[src/rtl/actbuf_port_arbiter.sv]
// Four-way arbiter sharing the single-port activation buffer SRAM between
// internal/external readers and writers, with starvation forcing and read-return routing.
module actbuf_port_arbiter #(
    parameter int ADDR_W       = 16,
    parameter int DATA_W       = 32,
    parameter int RD_LATENCY   = 1,
    parameter int STARVE_LIMIT = 15
) (
    input  logic              clk,
    input  logic              rst,
    input  logic              iwr_valid,
    output logic              iwr_ready,
    input  logic [ADDR_W-1:0] iwr_addr,
    input  logic [DATA_W-1:0] iwr_data,
    input  logic              ird_valid,
    output logic              ird_ready,
    input  logic [ADDR_W-1:0] ird_addr,
    output logic              ird_rdata_valid,
    input  logic              ewr_valid,
    output logic              ewr_ready,
    input  logic [ADDR_W-1:0] ewr_addr,
    input  logic [DATA_W-1:0] ewr_data,
    input  logic              erd_valid,
    output logic              erd_ready,
    input  logic [ADDR_W-1:0] erd_addr,
    output logic              erd_rdata_valid,
    output logic [DATA_W-1:0] rdata,
    output logic              mem_en,
    output logic              mem_wen,
    output logic [ADDR_W-1:0] mem_addr,
    output logic [DATA_W-1:0] mem_wdata,
    input  logic [DATA_W-1:0] mem_rdata,
    output logic [1:0]        grant_id,
    output logic              starve_event
);

    localparam logic [7:0] LIMIT = 8'(STARVE_LIMIT);
    localparam logic [1:0] ID_IWR = 2'd0;
    localparam logic [1:0] ID_IRD = 2'd1;
    localparam logic [1:0] ID_EWR = 2'd2;
    localparam logic [1:0] ID_ERD = 2'd3;

    logic [7:0]            ewr_wait_reg;
    logic [7:0]            erd_wait_reg;
    logic [1:0]            grant_id_reg;
    logic [RD_LATENCY-1:0] pipe_valid_reg;
    logic [RD_LATENCY-1:0] pipe_ext_reg;

    logic       ewr_force;
    logic       erd_force;
    logic       has_win;
    logic [1:0] win_id;
    logic [3:0] gnt;
    logic       ret_valid;

    // A starved external request overrides base priority; erd beats ewr on a tie.
    assign erd_force = !rst && erd_valid && (erd_wait_reg >= LIMIT);
    assign ewr_force = !rst && ewr_valid && (ewr_wait_reg >= LIMIT);

    always_comb begin
        has_win = 1'b0;
        win_id  = ID_IWR;
        if (!rst) begin
            has_win = 1'b1;
            if (erd_force)      win_id = ID_ERD;
            else if (ewr_force) win_id = ID_EWR;
            else if (iwr_valid) win_id = ID_IWR;
            else if (ird_valid) win_id = ID_IRD;
            else if (erd_valid) win_id = ID_ERD;
            else if (ewr_valid) win_id = ID_EWR;
            else                has_win = 1'b0;
        end
    end

    assign gnt          = has_win ? (4'b0001 << win_id) : 4'b0000;
    assign iwr_ready    = gnt[ID_IWR];
    assign ird_ready    = gnt[ID_IRD];
    assign ewr_ready    = gnt[ID_EWR];
    assign erd_ready    = gnt[ID_ERD];
    assign starve_event = erd_force || ewr_force;

    always_comb begin
        mem_en    = has_win;
        mem_wen   = has_win && (win_id == ID_IWR || win_id == ID_EWR);
        mem_addr  = '0;
        mem_wdata = '0;
        if (has_win) begin
            case (win_id)
                ID_IWR: begin
                    mem_addr  = iwr_addr;
                    mem_wdata = iwr_data;
                end
                ID_IRD: mem_addr = ird_addr;
                ID_EWR: begin
                    mem_addr  = ewr_addr;
                    mem_wdata = ewr_data;
                end
                default: mem_addr = erd_addr;
            endcase
        end
    end

    always_ff @(posedge clk) begin
        if (rst) begin
            ewr_wait_reg <= '0;
            erd_wait_reg <= '0;
            grant_id_reg <= '0;
        end else begin
            if (ewr_valid && !gnt[ID_EWR])
                ewr_wait_reg <= (ewr_wait_reg == 8'hFF) ? 8'hFF : ewr_wait_reg + 8'd1;
            else
                ewr_wait_reg <= '0;
            if (erd_valid && !gnt[ID_ERD])
                erd_wait_reg <= (erd_wait_reg == 8'hFF) ? 8'hFF : erd_wait_reg + 8'd1;
            else
                erd_wait_reg <= '0;
            if (has_win)
                grant_id_reg <= win_id;
        end
    end

    assign grant_id = grant_id_reg;

    // Return pipeline mirrors the SRAM read latency; each stage tags the issuing reader.
    generate
        for (genvar gi = 0; gi < RD_LATENCY; gi++) begin : g_ret
            if (gi == 0) begin : g_head
                always_ff @(posedge clk) begin
                    if (rst) begin
                        pipe_valid_reg[0] <= 1'b0;
                        pipe_ext_reg[0]   <= 1'b0;
                    end else begin
                        pipe_valid_reg[0] <= gnt[ID_IRD] || gnt[ID_ERD];
                        pipe_ext_reg[0]   <= gnt[ID_ERD];
                    end
                end
            end else begin : g_tail
                always_ff @(posedge clk) begin
                    if (rst) begin
                        pipe_valid_reg[gi] <= 1'b0;
                        pipe_ext_reg[gi]   <= 1'b0;
                    end else begin
                        pipe_valid_reg[gi] <= pipe_valid_reg[gi-1];
                        pipe_ext_reg[gi]   <= pipe_ext_reg[gi-1];
                    end
                end
            end
        end
    endgenerate

    assign ret_valid       = !rst && pipe_valid_reg[RD_LATENCY-1];
    assign ird_rdata_valid = ret_valid && !pipe_ext_reg[RD_LATENCY-1];
    assign erd_rdata_valid = ret_valid && pipe_ext_reg[RD_LATENCY-1];
    assign rdata           = ret_valid ? mem_rdata : '0;

endmodule

[config.mk]
export PLATFORM = sky130hd
export DESIGN_NAME = actbuf_port_arbiter
export DESIGN_NICKNAME = d
export VERILOG_FILES = /design/src/rtl/actbuf_port_arbiter.sv
export SDC_FILE = /design/constraint.sdc
export NUM_CORES = 1
export LEC_CHECK = 0
export CORE_ASPECT_RATIO = 0.6
export CORE_UTILIZATION = 24
export DETAILED_ROUTE_END_ITERATION = 8
export GPL_TIMING_DRIVEN = 0
export HOLD_SLACK_MARGIN = 0.02
export PLACE_DENSITY = 0.78
export REMOVE_ABC_BUFFERS = 1
export SYNTH_ARGS = -nofsm -noshare
export SYNTH_HDL_FRONTEND = slang
export SYNTH_SLANG_ARGS = --single-unit
export TNS_END_PERCENT = 50
[constraint.sdc]
create_clock -name clk -period 3 [get_ports clk]
set_clock_uncertainty 0.1 [all_clocks]
set_input_delay 0.75 -clock clk [delete_from_list [all_inputs] [get_ports clk]]
set_output_delay 0.75 -clock clk [all_outputs]
set_load 0.02 [all_outputs]
# Yosys cells after proc, flatten, opt, wreduce, memory -nomap -nowiden

Index checks and enable logic that the tools add are counted.

Register bits: 20
Bits in latches: 0
Memory bits (writable): 0
Memory bits (read-only): 0
Input port bits: 166
Word-level logic and storage cells: 58
Memories: 0

$add $sub $neg: 2
$mul: 0
Divide/modulo/power cells: 0
$lt $le $gt $ge: 2
Equal/unequal tests: 4
Shift-type cells: 1
Mux-type cells: 22
Bitwise gates (word level): 2
Reduce and logical (&&, ||, !) cells: 20

Operators with widths:

| operator            | count |
|---|---|
| $mux 32             | 2 |
| $pmux 32 s2         | 1 |
| $pmux 16 s3         | 1 |
| $add 8x1->8 const B | 2 |
| $eq 8x8->1 const B  | 2 |
| $ge 8x4->1 const B  | 2 |
| $mux 16             | 1 |
| $mux 8              | 2 |
| $mux 2              | 7 |
| $logic_and 1x1->1   | 10 |
| $mux 1              | 7 |
| $logic_not 1->1     | 4 |
| $mux 4              | 1 |
| $reduce_or 2->1     | 2 |
| $shl 1x2->4 const A | 1 |
| $logic_or 1x1->1    | 3 |
| $eq 2x1->1 const B  | 1 |
| $eq 2x2->1 const B  | 1 |
| $logic_not 2->1     | 1 |
| $not 1->1           | 2 |

# Logic depth before layout (Yosys ltp)

Word-level depth: 13
Gate-level depth with buffers: 9

# Worst setup path before layout

OpenSTA, ideal clock, no wires.

Path kind: input to output
Start point: input port ewr_valid
End point: output port mem_addr[10]
Arrival time: 2,442 ps
Required time: 2,150 ps
Setup slack: -292 ps
Cell stages on the path: 7
Path through: clkbuf_1 -> nor4_1 -> or2_2 -> inv_1 -> clkbuf_1 -> o21ai_0 -> nor3_1

Elaborated cells on any way between the ends: 21
Those cells by class: 2 x eq/ne; 16 x mux; 3 x reduce/logical

RTL lines:

| item        | line | source |
|---|---|---|
| from (decl) | 19   | `input logic ewr_valid,` |
| $mux 1      | 70   | `else if (ewr_valid) win_id = ID_EWR;` |
| $mux 1      | 69   | `else if (erd_valid) win_id = ID_ERD;` |
| $mux 1      | 68   | `else if (ird_valid) win_id = ID_IRD;` |
| $mux 1      | 67   | `else if (iwr_valid) win_id = ID_IWR;` |
| $mux 1 *    | 66   | `else if (ewr_force) win_id = ID_EWR;` |
| $mux 1 *    | 65   | `if (erd_force) win_id = ID_ERD;` |
| $mux 1 *    | 63   | `if (!rst) begin` |
| via mem_en  | 28   | `output logic mem_en,` |
| $mux 16 *   | 87   | `if (has_win) begin` |
| to (decl)   | 30   | `output logic [ADDR_W-1:0] mem_addr,` |

Mark *: on every way through the listed nets, which the timed path passes. The rest lies on a longest branch.

# Final worst setup path

Start point: register ewr_wait_reg[7]
End point: output port mem_wdata[5]

Word-level cells in the longest chain between the ends: 8
Elaborated cells on any way between the ends: 12
Those cells by class: 1 x order compare; 1 x eq/ne; 8 x mux; 2 x reduce/logical

Ends and longest elaborated chain:

| item                                          | line | source |
|---|---|---|
| from (decl)                                   | 43   | `logic [7:0] ewr_wait_reg;` |
| from (signal assigned)                        | 110  | `ewr_wait_reg <= (ewr_wait_reg == 8'hFF) ? 8'hFF : ewr_wait_reg + 8'd1;` |
| $ge 8x4->1 *                                  | 58   | `assign ewr_force = !rst && ewr_valid && (ewr_wait_reg >= LIMIT);` |
| $logic_and 1x1->1 *                           | 58   |  |
| $mux 2                                        | 66   |  |
| $mux 2                                        | 65   |  |
| $mux 2                                        | 63   |  |
| $eq 2x2->1 or $logic_not 2->1 (tied branches) | 88   | `case (win_id)` |
| $pmux 32 s2                                   | 88   |  |
| $mux 32 *                                     | 87   |  |
| to (decl)                                     | 31   | `output logic [DATA_W-1:0] mem_wdata,` |

Mark *: on every way between the ends. The rest lies on a longest branch, timed or not.

==> run_results.csv <==
group,metric,value,unit
outcome,status,"finished, violations left",
outcome,violations,"setup timing",
power_and_ir_drop,power_density,238,mW/mm^2
logic_synthesis,yosys.area.top_type_share,19.3,%
sta,setup_slack,-0.257,ns
final_layout,final_nets,755,
detailed_routing,drtAntennaViolNets,0,
die,coreArea,0.00810,sq mm
detailed_routing,via_per_inst,5.23,
worst_setup_path,critPathRequiredTime,2.15,ns
min_path,worstHoldPathCells,1,
worst_setup_path,critPathKind,"register to primary output",
power_and_ir_drop,power_frac_seq,19.4,%
placed_design,dp.cells,611,
worst_setup_path,critPathMostFrequentCell,"buf_6",
logic_synthesis,muxShareOfSynthArea,0.483,%
worst_setup_path,regToRegSetupSlack,0.65,ns
die,row_count,25,
worst_setup_path,crit_path_start,"ewr_wait_reg[7]$_SDFF_PP0_",
grt,gr-usage-met3,7.36,%
grt,grt_max_degree,35,
sta,fin_setup_tns,-9.90,ns
final_layout,layout-drive-gt1-share,36.9,%
detailed_routing,drt_iter0_markers,170,
min_path,hold_path_end,"grant_id[0]$_SDFFE_PP0P_",
detailed_routing,vias,3629,
clock_tree,cts-root-buf,"clkbuf_16",
die,die_w,122,um
sta,setup_viol,52,
sta,hold_violations,0,
clock_tree,numCtsBuffers,3,
worst_setup_path,r2r_cells,10,
logic_synthesis,yosysWarnings,0,
logic_synthesis,synth_top_family_by_area,"simple AND/OR/NAND/NOR gates",
logic_synthesis,postSynthCellCount,268,
detailed_routing,drt-pass1-iter-count,4,
detailed_routing,drc,0,
logic_synthesis,synth_ff_type,"dfxtp_1",
worst_setup_path,crit_slowest_cell,"or4_4",
grt,top_usage_layer,"met2",
die,start_util,25.6,%
grt,grt_pass1_vias,3673,
clock_tree,numClockSinks,20,
sta,final.period_utilization,109,%
logic_synthesis,post_synth_main_area_contributors,"dfxtp_1, a22o_1, and2_1, a211oi_1, nor4b_1",
worst_setup_path,start_kind,"register",
sta,slew_violations,0,
logic_synthesis,synth-simple-area-share,34.8,%
die,die_h,74.0,um
placed_design,gp_congestion,0.781,
sta,worst-slew-pin-transition,0.528,ns
logic_synthesis,synth_top_area_cell,"dfxtp_1",
final_layout,final_core_util,74.6,%
sta,min_period,3.26,ns
min_path,hold_start,"grant_id[0]$_SDFFE_PP0P_",
logic_synthesis,ys_ff_latch,20,
power_and_ir_drop,switching_share,33.8,%
power_and_ir_drop,p_clk_share,21.2,%
worst_setup_path,cp-end-kind,"primary output",
final_layout,diodes,0,
placed_design,io_buffer_count,256,
clock_tree,cts_buffer_depth,2,
worst_setup_path,worstReg2RegStart,"ewr_wait_reg[7]$_SDFF_PP0_",
sta,grt_setup_unrepaired,"true",
worst_setup_path,r2r-end,"ewr_wait_reg[2]$_SDFF_PP0_",
clock_tree,h-tree-depth,1,
worst_setup_path,arrival,2.41,ns
logic_synthesis,synth_fa_ha_area_share,1.21,%
power_and_ir_drop,pwr-share-comb,59.4,%
logic_synthesis,async_flop_share,0,%
sta,slew_headroom,64.7,%
die,io_pins,257,
final_layout,final_area,0.00604,sq mm
placed_design,dp_slack,-3.51,ns
sta,fmax,0.307,GHz
worst_setup_path,slowest_delay,0.57,ns
logic_synthesis,synth_cell_types,42,
final_layout,fin_cells,694,
grt,antenna_found_initial,0,
power_and_ir_drop,p_switching,0.484,mW
job,cap_violations,0,
clock_tree,clk_latency,0.26,ns
worst_setup_path,crit_chain,"or4_4 -> nor3_4 -> buf_6 -> nor3_4 -> buf_6 -> nor3_4 -> buf_6 -> a22o_1 -> buf_6",
logic_synthesis,synth_edf_count,0,
logic_synthesis,synth_compound_area_share,32.5,%
grt,grt_pass1_wl,19.8,mm
logic_synthesis,syn_area_per_cell,7.73,sq um
power_and_ir_drop,leakage,2.49,nW
logic_synthesis,synth_area,0.00207,sq mm
grt,grt.total_usage,28.8,%
logic_synthesis,synth-xor-area-share,2.54,%
final_layout,syn_to_final_growth,192,%
min_path,min_path_type,"register to register",
grt,use_met2,52.4,%
placed_design,hpwl,8.81,mm
die,die-area,0.00902,sq mm
clock_tree,path_clk_slew,0.06,ns
power_and_ir_drop,p_int,0.951,mW
logic_synthesis,seq_area_frac_synth,19.3,%
power_and_ir_drop,ir_drop,0.186,mV
placed_design,dpl_cell_area,0.00465,sq mm
grt,use_met1,34.5,%
detailed_routing,wl_per_cell,20.6,um
grt,overflow,0,
detailed_routing,drt-total-wl,14.3,mm
worst_setup_path,cp_max_fo,5,
clock_tree,tritoncts,"built",
[per-stage QoR]
stage / power, mW / hold WS, ns
finish: 1.44 / 0.393
global route: 1.49 / 0.413
CTS: 1.37 / 0.380
detailed placement: 0.940 / 0.361
global placement: 0.931 / 0.349
floorplan: 0.523 / 0.331
[layout make-up]
class / count / area (sq um)
timing repair buffer: 327 / 3250
fill: 570 / 2060
tap: 108 / 135
clock buffer: 4 / 88.8
timing repair inverter: 1 / 7.51
sequential: 20 / 409
multi-input combinational: 221 / 2100
inverter: 13 / 52.6
[placed cells by master (no fill, tap or decap), types with 10 or more instances in the layout]
master and instances:
clkdlybuf4s50_1 162, buf_4 55, buf_6 54, dlygate4sd2_1 37, and2_1 33, a22o_1 32, a211oi_2 19, dfxtp_1 17
inv_1 12, o21ai_0 10, a21oi_1 10
[metal layers]
layer	vias up	part of all wire, %	wire, um
met4	0	1.4	197
met5	-	0	0
met3	22	9.8	1400
li1	1667	-	-
met2	202	50	7180
met1	1738	39	5490
[what timing repair did]
item / in CTS / in global routing
hold buffers: 0 / 0
pin swaps: 59 / 42
setup endpoints to repair: 101 / 54
buffers inserted: 57 / 16
resized for setup: 463 / 47
gates cloned: 9 / 1
[cells in the mapped netlist (3+ instances only)]
master / instances
nor4b_1: 16
buf_4: 7
a21oi_1: 12
nor2_1: 9
nor4_1: 13
dfxtp_1: 20
buf_2: 4
nand3_1: 4
and3_1: 5
o21ai_0: 16
nand2_1: 3
and2_1: 33
nor3_1: 11
inv_1: 13
clkbuf_1: 11
a22o_1: 32
a211oi_1: 22
xnor2_1: 5
[worst max path at each step]
stage | to | cells past startpoint
detailed placement | mem_wdata[15] | 7
global route | mem_addr[10] | 9
CTS | mem_wdata[3] | 9
global placement | mem_wdata[3] | 7
floorplan | mem_wdata[0] | 4
finish | mem_wdata[5] | 9
[power groups by stage]
stage          clock network [mW]  registers (mW)  logic [mW]
5_1_grt                     0.323           0.279       0.890
3_3_place_gp                    0           0.284       0.647
6_report                    0.304           0.278       0.853
3_5_place_dp                    0           0.284       0.656
4_1_cts                     0.307           0.277       0.788
2_1_floorplan                   0           0.286       0.237
[cells by family after synthesis]
logic type,Yosys count
xor+xnor,6
fa+ha+maj,2
mux,1
other cells,1
flops,20
buf+inv,37
compound gates,91
simple gates,110
[critical path, delay by kind of cell, from the launching register on]
family,cells,cell delay [ns]
flip-flops,1,0.34
AND/OR/NAND/NOR,4,1.05
buffers and inverters,4,0.59
AO/OA/AOI/OAI,1,0.17
Note: power is estimated with default switching activity, not from simulation.
